$ cat config.mk
export PLATFORM = sky130hd
export DESIGN_NAME = seq_magnitude_comparator
export DESIGN_NICKNAME = d
export VERILOG_FILES = /design/src/rtl/seq_magnitude_comparator_pkg.sv /design/src/rtl/seq_magnitude_comparator_digit_compare.sv /design/src/rtl/seq_magnitude_comparator.sv
export SDC_FILE = /design/constraint.sdc
export NUM_CORES = 1
export LEC_CHECK = 0
export ABC_AREA = 0
export CELL_PAD_IN_SITES_DETAIL_PLACEMENT = 0
export CELL_PAD_IN_SITES_GLOBAL_PLACEMENT = 1
export CORE_AREA = 3 3 76 78
export CTS_BUF_LIST = sky130_fd_sc_hd__clkbuf_8
export CTS_CLUSTER_SIZE = 10
export DETAILED_ROUTE_END_ITERATION = 10
export DIE_AREA = 0 0 79 81
export PLACE_DENSITY_LB_ADDON = 0.1
export SLEW_MARGIN = 25
export SYNTH_ARGS = -nofsm -noshare
export SYNTH_HDL_FRONTEND = slang
export SYNTH_SLANG_ARGS = --single-unit
$ cat constraint.sdc
create_clock -name clk -period 2.4 [get_ports clk]
set_input_delay 0.24 -clock clk [delete_from_list [all_inputs] [get_ports clk]]
set_output_delay 0.24 -clock clk [all_outputs]
set_load 0.01 [all_outputs]
$ cat src/rtl/seq_magnitude_comparator_pkg.sv
// Shared types, result encoding and sizing helpers for the sequential
// magnitude comparator.
package cmp_pkg;

  // Controller states: waiting for a request, or scanning digits.
  typedef enum logic {
    IDLE = 1'b0,
    RUN  = 1'b1
  } state_t;

  // Result vector layout is {gt, eq, lt}; exactly one bit set after a compare.
  localparam logic [2:0] RES_GT   = 3'b100;
  localparam logic [2:0] RES_EQ   = 3'b010;
  localparam logic [2:0] RES_LT   = 3'b001;
  localparam logic [2:0] RES_NONE = 3'b000;

  // Number of DIGIT_W-bit digits in a WIDTH-bit operand.
  function automatic int num_digits(input int width, input int digit_w);
    return width / digit_w;
  endfunction

  // Width of the digit index: ceil(log2(nd)), never narrower than one bit.
  function automatic int idx_width(input int nd);
    return (nd > 1) ? $clog2(nd) : 1;
  endfunction

endpackage

$ cat src/rtl/seq_magnitude_comparator_digit_compare.sv
// Unsigned compare of two DIGIT_W-bit digits; the generalised form of the
// old 2-bit greater-than block. Both outputs low means the digits are equal.
module digit_compare
  import cmp_pkg::*;
#(
  parameter int DIGIT_W = 2
) (
  input  logic [DIGIT_W-1:0] da,
  input  logic [DIGIT_W-1:0] db,
  output logic               dgt,
  output logic               dlt
);

  assign dgt = (da > db);
  assign dlt = (da < db);

endmodule

$ cat src/rtl/seq_magnitude_comparator.sv
// Multi-cycle magnitude comparator. Operands are scanned MSB-first, one digit
// per clock, stopping at the first differing digit. Signed compares are turned
// into unsigned ones by flipping the sign bit of both operands at capture.
module seq_magnitude_comparator
  import cmp_pkg::*;
#(
  parameter int WIDTH   = 16,
  parameter int DIGIT_W = 2
) (
  input  logic             clk,
  input  logic             rst_n,
  input  logic             start,
  input  logic             signed_mode,
  input  logic [WIDTH-1:0] a,
  input  logic [WIDTH-1:0] b,
  output logic             busy,
  output logic             done,
  output logic             gt,
  output logic             eq,
  output logic             lt
);

  localparam int               NUM_DIGITS = num_digits(WIDTH, DIGIT_W);
  localparam int               IDX_W      = idx_width(NUM_DIGITS);
  localparam logic [IDX_W-1:0] IDX_TOP    = IDX_W'(NUM_DIGITS - 1);
  localparam logic [IDX_W-1:0] IDX_ONE    = IDX_W'(1);
  localparam logic [WIDTH-1:0] SIGN_MASK  = WIDTH'(1) << (WIDTH - 1);

  state_t             state_q;
  logic [WIDTH-1:0]   a_q, b_q;
  logic [WIDTH-1:0]   a_d, b_d;
  logic [IDX_W-1:0]   idx_q;
  logic               busy_q;
  logic               done_q;
  logic [2:0]         res_q;
  logic [DIGIT_W-1:0] dig_a, dig_b;
  logic               dgt, dlt;

  // Offset-binary conversion: flipping the MSB maps two's-complement order
  // onto unsigned order, so the scan itself never needs to know the mode.
  assign a_d = a ^ (signed_mode ? SIGN_MASK : '0);
  assign b_d = b ^ (signed_mode ? SIGN_MASK : '0);

  // Digit currently under examination; idx_q never exceeds NUM_DIGITS-1.
  assign dig_a = a_q[int'(idx_q) * DIGIT_W +: DIGIT_W];
  assign dig_b = b_q[int'(idx_q) * DIGIT_W +: DIGIT_W];

  digit_compare #(
    .DIGIT_W (DIGIT_W)
  ) u_digit_compare (
    .da  (dig_a),
    .db  (dig_b),
    .dgt (dgt),
    .dlt (dlt)
  );

  // Controller, operand capture, digit index and result registers.
  always_ff @(posedge clk or negedge rst_n) begin
    if (!rst_n) begin
      state_q <= IDLE;
      a_q     <= '0;
      b_q     <= '0;
      idx_q   <= '0;
      busy_q  <= 1'b0;
      done_q  <= 1'b0;
      res_q   <= RES_NONE;
    end else begin
      done_q <= 1'b0;
      case (state_q)
        IDLE: begin
          if (start) begin
            a_q     <= a_d;
            b_q     <= b_d;
            idx_q   <= IDX_TOP;
            busy_q  <= 1'b1;
            state_q <= RUN;
          end
        end
        RUN: begin
          if (dgt || dlt) begin
            // First differing digit decides the whole compare.
            res_q   <= dgt ? RES_GT : RES_LT;
            done_q  <= 1'b1;
            busy_q  <= 1'b0;
            state_q <= IDLE;
          end else if (idx_q == '0) begin
            // Every digit matched down to the bottom one.
            res_q   <= RES_EQ;
            done_q  <= 1'b1;
            busy_q  <= 1'b0;
            state_q <= IDLE;
          end else begin
            idx_q <= idx_q - IDX_ONE;
          end
        end
      endcase
    end
  end

  assign busy = busy_q;
  assign done = done_q;
  assign gt   = res_q[2];
  assign eq   = res_q[1];
  assign lt   = res_q[0];

endmodule
==> results of run 1 <==
registers in the layout, summed over array words and instances (netlist names):
register / cells
state_q: 1
done: 1
res_q: 3
a_q: 16
idx_q: 3
b_q: 16
busy: 1
cell families (layout without fill, tap and decap cells):
logic type | after synthesis | after routing | share of synthesized area (%)
xor gates and xnor gates | 2 | 2 | 0.9028
DFF | 41 | 41 | 52.87
AOI/OAI and AO/OA | 17 | 17 | 6.125
buffers and inverters | 15 | 62 | 4.191
muxes | 40 | 40 | 27.72
and+or+nand+nor | 20 | 20 | 5.610
adders and majority gates | 4 | 4 | 2.579
per-stage QoR:
stage / cell area [um2] / power (W) / hold WS (ns) / setup WS, ns
final: 2658 / 0.003289 / 0.3923 / 0.08884
after CTS: 2535 / 0.003092 / 0.09971 / 0.0007727
after detailed placement: 2414 / 0.002505 / 0.4226 / 0.01305
after floorplan: 1941 / 0.002096 / -0.05559 / 0.06969
after global placement: 2414 / 0.002476 / 0.4043 / 0.04610
after global routing: 2658 / 0.003544 / 0.4258 / 0.006229
timing repair:
action / 4_1_cts / 5_1_grt
hold buffers: 0 / 1
setup endpoints to repair: 2 / 8
pin swaps: 0 / 4
gates cloned: 0 / 1
hold endpoints to repair: 0 / 15
gates resized for setup: 1 / 14
Yosys cell counts, types with 2 or more instances:
cell type	number
dfrtp_1	41
o21bai_1	2
nand2_1	7
buf_4	4
nor2b_1	3
o31ai_1	4
o21ai_0	2
nor3_1	3
mux2_2	30
nor2_1	2
a31oi_1	2
inv_1	7
mux2i_1	2
mux4_2	8
ha_1	4
buf_2	2
a21oi_1	2
or4_1	2
xnor2_1	2
metal layers:
| layer | up-vias | part of all wire (%) |
|---|---|---|
| met5 | - | 0 |
| met4 | 0 | 1.3 |
| met3 | 5 | 3.9 |
| met2 | 25 | 50 |
| met1 | 640 | 45 |
| li1 | 596 | - |
cell usage in the layout, fill, tap and decap left out, types with 2 or more instances in the layout:
cell type,n
mux2_2,30
xnor2_1,2
ha_4,2
inv_1,7
buf_12,2
ha_1,2
nor2_1,2
nor3_1,3
nand2_2,4
clkbuf_8,6
buf_4,3
mux4_2,8
dfrtp_1,39
a21oi_1,2
nand2_1,2
dfrtp_2,2
or4_1,2
o21bai_1,2
o21ai_0,2
clkdlybuf4s50_1,39
o31ai_1,4
a31oi_1,2
report_power, final:
group / leakage, nW / switching, W / total [W] / internal [W]
sequential: 0.472 / 0.000196 / 0.00121 / 0.00101
combinational: 0.552 / 0.000594 / 0.00151 / 0.000917
clock: 0.0574 / 0.000235 / 0.000573 / 0.000338
total: 1.08 / 0.00102 / 0.00329 / 0.00226
worst max path at each step:
stage                         start  slack [ns]                   end
3_5_place_dp   idx_q[2]$_DFFE_PN0P_        0.01  idx_q[0]$_DFFE_PN0P_
2_1_floorplan  idx_q[1]$_DFFE_PN0P_        0.07  idx_q[0]$_DFFE_PN0P_
5_1_grt        idx_q[1]$_DFFE_PN0P_       0.006  idx_q[0]$_DFFE_PN0P_
3_3_place_gp   idx_q[2]$_DFFE_PN0P_        0.05  idx_q[0]$_DFFE_PN0P_
4_1_cts        idx_q[1]$_DFFE_PN0P_      0.0008  idx_q[0]$_DFFE_PN0P_
6_report       idx_q[1]$_DFFE_PN0P_        0.09  idx_q[1]$_DFFE_PN0P_
cell type report:
cell class	count	share of cell area, %
Clock inverter	2	1.412
Clock buffer	6	3.107
Tap cell	70	3.296
Sequential cell	41	38.70
Inverter	7	0.9887
Timing Repair Buffer	47	18.55
Multi-Input combinational cell	83	33.95
==> flow_metrics.env, run 1 <==
export IMPL_globalplace_congestion=0.7419
export IMPL_critPathMaxFanout=6
export IMPL_busiest_layer="met2"
export IMPL_design_core_area_um2=5140
export IMPL_cp_data_required_time_ns=2.61
export IMPL_avgViaCountPerCell=4.945
export IMPL_grt_pass1_vias=1345
export IMPL_syn_area_um2=1941
export IMPL_yosysTopAreaCell="dfrtp_1"
export IMPL_drc=0
export IMPL_cp_buffers_inverters=1
export IMPL_syn_num_nets=179
export IMPL_grt_pass1_wl_um=6368
export IMPL_worst_r2r_path_depth=8
export IMPL_dp_hpwl_um=2674
export IMPL_antenna_cells=0
export IMPL_grt_max_degree=42
export IMPL_crit_slowest_cell="mux4_2"
export IMPL_drv_cap=0
export IMPL_syn_area_per_cell_um2=13.96
export IMPL_synthTopCellsByArea="dfrtp_1 53%, mux2_2 17%, mux4_2 9.3%, ha_1 2.6%, buf_4 1.5%"
export IMPL_fmax_mhz=432.7
export IMPL_utilization_pct=51.70
export IMPL_cp_top_family="simple AND/OR/NAND/NOR gates"
export IMPL_yosys_warnings=0
export IMPL_dieArea_um2=6399
export IMPL_synthCells=139
export IMPL_ioPinCount=41
export IMPL_synth_seq_cells=41
export IMPL_async_flop_share_pct=100.0
export IMPL_use_met3_pct=4.102
export IMPL_seqCellArea_um2=1028
export IMPL_fin_crit_sh_pct=96.30
export IMPL_cp_common_cell="nand2_2"
export IMPL_regToRegEndpoint="idx_q[1]$_DFFE_PN0P_"
export IMPL_crit_chain="buf_12 -> mux4_2 -> nand2_2 -> nand2_2 -> ha_4 -> nand2_4 -> or4_1 -> a31oi_1"
export IMPL_vias=1266
export IMPL_met2_usage_pct=22.22
export IMPL_cp_end_kind="register"
export IMPL_grt_setup_unrepaired="false"
export IMPL_clk_pin_slew_ns=0.08
export IMPL_synth_edff_count=0
export IMPL_fin_tns_setup_ns=0
export IMPL_status="finished clean"
export IMPL_clkLatencyLatePin_ns=0.29
export IMPL_fillers=465
export IMPL_hold_viol=0
export IMPL_cts_sinks=41
export IMPL_ys_flop_type="dfrtp_1"
export IMPL_drive_gt1_share_pct=36.56
export IMPL_grt_met1_usage_pct=15.28
export IMPL_maxSlewViolCount=0
export IMPL_tightest_slew_ns=0.4271
export IMPL_fin_cells=256
export IMPL_drt_initial_drc_count=52
export IMPL_multi_input_area_um2=902.1
export IMPL_cts_root_buf="clkbuf_8"
export IMPL_rrSetupSlack_ns=0.09
export IMPL_cpPeakStageDelay_ns=0.52
export IMPL_clock_path_buffers=2
export IMPL_io_buffers=40
export IMPL_setup_viol_count_final=0
export IMPL_post_route_min_period_ns=2.311
export IMPL_cts_buffers=5
export IMPL_routedWlPerCell_um=14.59
export IMPL_cts_htree_levels=2
export IMPL_tritoncts="built"
export IMPL_grt_use_total_pct=12.86
export IMPL_antenna_found_initial=0
export IMPL_ys_seq_area_share_pct=52.87
export IMPL_fin_skew_ns=0.007499
export IMPL_p_per_area_nw_per_um2=1238
export IMPL_synth_top_area_share_pct=52.87
export IMPL_cp_arrival_ns=2.52
export IMPL_die_h_um=81
export IMPL_fp_dieW_um=79
export IMPL_dr_pass1_iters=4
export IMPL_nets=225
export IMPL_areaGrowthSynthToFinish_pct=36.94
export IMPL_startpoint_type="register"
export IMPL_critPathKind="register to register"
export IMPL_relSlewSlack_pct=71.53
export IMPL_path_depth=8
export IMPL_fp_row_count=26
export IMPL_ys_types=29
export IMPL_start_util_pct=37.76
export IMPL_cts_setup_buffers=0
export IMPL_dp_cells=245
export IMPL_grt_overflow=0
export IMPL_peakVddDrop_v=0.0005637
export IMPL_p_leak_nw=1.081
export IMPL_r2r_start="idx_q[1]$_DFFE_PN0P_"
export IMPL_totalWireLength_um=3736
export IMPL_antenna_left=0
export IMPL_min_path_type="input pin to async pin"
Note: power is estimated with default switching activity, not from simulation.
==> run 2: changes to the inputs <==
CELL_PAD_IN_SITES_GLOBAL_PLACEMENT = 2   (was 1)
CORE_AREA = 3 3 82 84   (was 3 3 76 78)
DIE_AREA = 0 0 85 87   (was 0 0 79 81)
==> run 2 against run 1 <==
Effect of this change:
- register-to-register slack got worse by 0.03 ns
- sequential share of layout area fell by 0.16 points
- combinational power rose by 5%
- non-clock buffer count did not move
- cell area rose by 0.28%
- routed wire length rose by 6.5%
- critical path depth did not move
- flip-flop and latch count did not move
- setup slack got worse by 0.029 ns
- first-iteration DRC count rose by 21%
- cell count rose by 1.6%
- utilization fell by 7.2 points
- critical endpoint unchanged
- largest cell class unchanged
- highest routed layer unchanged
==> flow_metrics.env, run 2 (synthesis gave the netlist of run 1 again) <==
export IMPL_worst_r2r_path_depth=8
export IMPL_start_util_pct=32.39
export IMPL_clock_path_buffers=2
export IMPL_antenna_found_initial=0
export IMPL_fin_crit_sh_pct=97.50
export IMPL_cp_common_cell="nand2_2"
export IMPL_areaGrowthSynthToFinish_pct=37.33
export IMPL_cpPeakStageDelay_ns=0.55
export IMPL_multi_input_area_um2=935.9
export IMPL_peakVddDrop_v=0.0004969
export IMPL_dr_pass1_iters=4
export IMPL_io_buffers=40
export IMPL_min_path_type="input pin to async pin"
export IMPL_cts_sinks=41
export IMPL_seqCellArea_um2=1027
export IMPL_fin_skew_ns=0.007554
export IMPL_grt_max_degree=42
export IMPL_clk_pin_slew_ns=0.08
export IMPL_totalWireLength_um=3978
export IMPL_fmax_mhz=427.4
export IMPL_maxSlewViolCount=0
export IMPL_antenna_left=0
export IMPL_die_h_um=87
export IMPL_tritoncts="built"
export IMPL_busiest_layer="met2"
export IMPL_hold_viol=0
export IMPL_met2_usage_pct=19.49
export IMPL_antenna_cells=0
export IMPL_grt_overflow=0
export IMPL_rrSetupSlack_ns=0.06
export IMPL_routedWlPerCell_um=15.30
export IMPL_startpoint_type="register"
export IMPL_grt_met1_usage_pct=14.53
export IMPL_globalplace_congestion=0.7130
export IMPL_p_per_area_nw_per_um2=1221
export IMPL_grt_pass1_vias=1410
export IMPL_p_leak_nw=1.079
export IMPL_cts_root_buf="clkbuf_8"
export IMPL_use_met3_pct=3.595
export IMPL_fillers=558
export IMPL_fin_cells=260
export IMPL_clkLatencyLatePin_ns=0.29
export IMPL_tightest_slew_ns=0.5315
export IMPL_ioPinCount=41
export IMPL_avgViaCountPerCell=4.962
export IMPL_relSlewSlack_pct=64.57
export IMPL_drv_cap=0
export IMPL_post_route_min_period_ns=2.340
export IMPL_setup_viol_count_final=0
export IMPL_drt_initial_drc_count=63
export IMPL_drc=0
export IMPL_final_common_cell="dfrtp_1"
export IMPL_status="finished clean"
export IMPL_utilization_pct=44.49
export IMPL_critPathKind="register to register"
export IMPL_cp_data_required_time_ns=2.60
export IMPL_grt_setup_unrepaired="true"
export IMPL_nets=225
export IMPL_cp_arrival_ns=2.54
export IMPL_cp_end_kind="register"
export IMPL_r2r_start="idx_q[1]$_DFFE_PN0P_"
export IMPL_cts_buffers=5
export IMPL_final_cell_mix="40 x dfrtp_1, 39 x clkdlybuf4s50_1, 30 x mux2_2"
export IMPL_dp_hpwl_um=2803
export IMPL_reg_top3="a_q x16, b_q x16"
export IMPL_drive_gt1_share_pct=37.30
export IMPL_vias=1290
export IMPL_p_total_w=0.003255
export IMPL_cts_htree_levels=2
export IMPL_regToRegEndpoint="idx_q[1]$_DFFE_PN0P_"
export IMPL_fp_row_count=28
export IMPL_crit_chain="buf_12 -> mux4_2 -> nand2_2 -> nand2_2 -> ha_4 -> nand2_4 -> or4_4 -> a31oi_4"
export IMPL_fp_dieW_um=85
export IMPL_dieArea_um2=7395
export IMPL_crit_slowest_cell="or4_4"
export IMPL_worst_hold_slack_ns=0.4834
export IMPL_dp_cells=250
export IMPL_grt_pass1_wl_um=6886
export IMPL_grt_use_total_pct=11.76
export IMPL_critPathMaxFanout=5
export IMPL_design_core_area_um2=5991
==> run 2: routing by layer <==
layer,vias up,wire (um)
met5,-,0
met4,0,46
met3,6,192
met2,31,1996
met1,658,1742
li1,595,-
==> run 2: cell type report <==
type                            instances  share of cell area [%]
Timing Repair Buffer                   47                   18.59
Inverter                                7                  0.9859
Clock inverter                          1                  0.1408
Clock buffer                            6                   3.099
Tap cell                               75                   3.521
Multi-Input combinational cell         83                   35.12
Sequential cell                        41                   38.54
==> run 2: how the worst max path moves through the flow <==
stage | cells past startpoint | to | slack (ns) | start
2_1_floorplan | 8 | idx_q[0]$_DFFE_PN0P_ | 0.07 | idx_q[1]$_DFFE_PN0P_
3_3_place_gp | 8 | idx_q[1]$_DFFE_PN0P_ | 0.05 | idx_q[1]$_DFFE_PN0P_
3_5_place_dp | 8 | idx_q[0]$_DFFE_PN0P_ | 0.02 | idx_q[1]$_DFFE_PN0P_
4_1_cts | 8 | idx_q[1]$_DFFE_PN0P_ | 0.001 | idx_q[1]$_DFFE_PN0P_
5_1_grt | 8 | idx_q[1]$_DFFE_PN0P_ | -0.01 | idx_q[1]$_DFFE_PN0P_
6_report | 8 | idx_q[1]$_DFFE_PN0P_ | 0.06 | idx_q[1]$_DFFE_PN0P_
==> run 2: per-stage QoR <==
stage               setup slack [ns]   TNS, ns  cell area (um2)
floorplan                    0.06969         0             1941
global placement             0.05396         0             2437
detailed placement           0.01607         0             2437
CTS                         0.001020         0             2531
global route                -0.01191  -0.01807             2665
finish                       0.06001         0             2665
==> run 2: critical path: cells and delay by family, from the launching register on <==
kind                       cells  cell delay [ns]
adders and majority gates      1             0.28
buffers and inverters          1             0.13
and+or+nand+nor                4             0.76
muxes                          1             0.51
DFF                            1             0.41
AOI/OAI and AO/OA              1             0.17
==> run 2: repair_timing <==
item / in CTS / in global routing
endpoints found under the setup margin: 2 / 8
setup buffers: 1 / 0
hold buffers: 0 / 1
hold endpoints to repair: 0 / 41
gates cloned: 0 / 1
pin swaps: 1 / 6
resized for setup: 0 / 19
==> run 2: power by group <==
part | internal, W | switching (W) | total [W] | leakage, nW
clock network | 0.000224 | 0.000224 | 0.000448 | 0.0485
logic | 0.000952 | 0.000641 | 0.00159 | 0.558
registers | 0.00101 | 0.000205 | 0.00121 | 0.472
==> run 3: changes to the inputs <==
--- a/config.mk
+++ b/config.mk
@@ -9,9 +9,9 @@
 export CELL_PAD_IN_SITES_DETAIL_PLACEMENT = 0
 export CELL_PAD_IN_SITES_GLOBAL_PLACEMENT = 2
-export CORE_AREA = 3 3 82 84
+export CORE_AREA = 2 2 81 83
 export CTS_BUF_LIST = sky130_fd_sc_hd__clkbuf_8
 export CTS_CLUSTER_SIZE = 10
 export DETAILED_ROUTE_END_ITERATION = 10
-export DIE_AREA = 0 0 85 87
+export DIE_AREA = 0 0 83 85
 export PLACE_DENSITY_LB_ADDON = 0.1
 export SLEW_MARGIN = 25
==> constraint.sdc (replaced) <==
create_clock -name clk -period 2.4 [get_ports clk]
set_input_delay 0.24 -clock clk [delete_from_list [all_inputs] [get_ports clk]]
set_output_delay 0.24 -clock clk [all_outputs]
set_load 0.05 [all_outputs]
==> run 3 against run 2 <==
Effect of this change:
- non-clock buffer count unchanged
- maximum frequency down 1.5%
- sequential power about the same
- clock skew down 0.0017 ns
- sequential share of layout area down 0.35 points
- critical endpoint unchanged
- highest routed layer unchanged
==> flow_metrics.env, run 3 (synthesis gave the netlist of run 1 again) <==
export IMPL_fp_row_count=29
export IMPL_cp_end_kind="register"
export IMPL_tightest_slew_ns=0.5148
export IMPL_reg_top3="a_q x16, b_q x16"
export IMPL_nets=225
export IMPL_setup_viol_count_final=0
export IMPL_die_h_um=85
export IMPL_globalplace_congestion=0.7154
export IMPL_critPathMaxFanout=6
export IMPL_grt_pass1_vias=1362
export IMPL_grt_pass1_wl_um=6382
export IMPL_worst_hold_slack_ns=0.4672
export IMPL_grt_use_total_pct=11.36
export IMPL_tritoncts="built"
export IMPL_grt_setup_unrepaired="true"
export IMPL_cts_sinks=41
export IMPL_p_per_area_nw_per_um2=1318
export IMPL_fp_dieW_um=83
export IMPL_grt_max_degree=42
export IMPL_seqCellArea_um2=1026
export IMPL_cp_data_required_time_ns=2.61
export IMPL_min_path_type="input pin to async pin"
export IMPL_fin_crit_sh_pct=98.99
export IMPL_routedWlPerCell_um=14.17
export IMPL_cts_htree_levels=2
export IMPL_clock_path_buffers=2
export IMPL_cp_buffers_inverters=1
export IMPL_post_route_min_period_ns=2.376
export IMPL_fin_cells=263
export IMPL_maxSlewViolCount=0
export IMPL_crit_chain="buf_12 -> mux4_2 -> nand2_2 -> nand2_2 -> ha_4 -> nand2_4 -> or4_4 -> a31oi_1"
export IMPL_drc=0
export IMPL_dr_pass1_iters=4
export IMPL_antenna_cells=0
export IMPL_p_total_w=0.003540
export IMPL_worst_r2r_path_depth=8
export IMPL_fin_skew_ns=0.005861
export IMPL_cpPeakStageDelay_ns=0.51
export IMPL_path_depth=8
export IMPL_final_common_cell="dfrtp_1"
export IMPL_avgViaCountPerCell=4.856
export IMPL_areaGrowthSynthToFinish_pct=38.43
export IMPL_clk_pin_slew_ns=0.08
export IMPL_cp_top_family="simple AND/OR/NAND/NOR gates"
export IMPL_fillers=591
export IMPL_dieArea_um2=7055
export IMPL_antenna_found_initial=0
export IMPL_cp_common_cell="nand2_2"
export IMPL_p_leak_nw=1.097
export IMPL_io_buffers=40
export IMPL_vias=1277
export IMPL_timing_final_ws_setup_ns=0.02426
export IMPL_fin_tns_setup_ns=0
export IMPL_clkLatencyLatePin_ns=0.29
export IMPL_start_util_pct=31.28
export IMPL_startpoint_type="register"
export IMPL_multi_input_area_um2=908.4
export IMPL_final_cell_mix="41 x dfrtp_1, 39 x clkdlybuf4s50_1, 30 x mux2_2"
export IMPL_cts_buffers=5
export IMPL_dp_cells=252
export IMPL_totalWireLength_um=3728
export IMPL_crit_slowest_cell="mux4_2"
export IMPL_drt_initial_drc_count=39
export IMPL_peakVddDrop_v=0.0006019
export IMPL_status="finished clean"
export IMPL_cp_arrival_ns=2.58
export IMPL_cts_root_buf="clkbuf_8"
export IMPL_antenna_left=0
export IMPL_drive_gt1_share_pct=35.48
export IMPL_dp_hpwl_um=2624
export IMPL_dp_slack_ns=0.009629
export IMPL_drv_cap=0
export IMPL_grt_overflow=0
export IMPL_ioPinCount=41
export IMPL_fmax_mhz=420.9
export IMPL_relSlewSlack_pct=65.68
export IMPL_design_core_area_um2=6205
export IMPL_critPathKind="register to register"
export IMPL_hold_viol=0
-- run 3: cell types whose count changed in the layout (fill, tap and decap cells not counted), sizes merged --
| cell | before | now |
|---|---|---|
| bufinv | 0 | 2 |
| clkinv | 0 | 1 |
| inv | 8 | 7 |
| clkbuf | 7 | 6 |
-- run 3: stage by stage --
step	cell area (um2)	utilization, %
floorplan	1941	-
global placement	2440	39.32
detailed placement	2440	39.32
CTS	2574	41.48
global route	2686	43.30
finish	2686	43.30
-- run 3: worst register-to-register path, cell delays in order, from the launching register on --
cell and delay (ns):
dfrtp_1 0.43, buf_12 0.16, mux4_2 0.51, nand2_2 0.09, nand2_2 0.07, ha_4 0.27, nand2_4 0.06, or4_4 0.51
a31oi_1 0.20
-- run 3: power by group --
group | switching (W) | leakage [nW] | total, W | internal [W]
clock | 0.000236 | 0.0681 | 0.000649 | 0.000413
combinational | 0.000745 | 0.556 | 0.00170 | 0.000950
sequential | 0.000187 | 0.473 | 0.00120 | 0.00101
total | 0.00117 | 1.10 | 0.00354 | 0.00237
-- run 3: path summary, 6_finish.rpt --
check | end | slack [ns] | from
max | idx_q[1]$_DFFE_PN0P_ | 0.02 | idx_q[1]$_DFFE_PN0P_
min | a_q[0]$_DFFE_PN0P_ | 0.47 | rst_n
max reg2reg | idx_q[1]$_DFFE_PN0P_ | 0.02 | idx_q[1]$_DFFE_PN0P_
min reg2reg | res_q[1]$_DFFE_PN0P_ | 0.49 | res_q[1]$_DFFE_PN0P_
max in group asynchronous | b_q[15]$_DFFE_PN0P_ | 1.58 | rst_n
min in group clk | res_q[1]$_DFFE_PN0P_ | 0.49 | res_q[1]$_DFFE_PN0P_
-- run 3: area by class of cell --
cell class	count	share of cell area [%]
timing repair buffer	47	18.44
clock inverter	3	2.422
clock buffer	5	2.562
tap	77	3.586
multi-input combinational	83	33.81
inverter	7	0.9781
sequential	41	38.19
-- run 3: repair_timing --
action | in CTS | in global routing
endpoints found under the setup margin | 0 | 8
endpoints found under the hold margin | 0 | 41
buffers inserted | 0 | 1
resized for setup | 0 | 14
hold buffers | 0 | 1
-- run 3: layer usage --
layer / track usage [%] / vias up / wire length [um]
met5: 0 / - / 0
met4: 3.577 / 0 / 59
met3: 3.696 / 7 / 181
met2: 17.89 / 31 / 1783
met1: 15.00 / 642 / 1703
li1: - / 597 / -
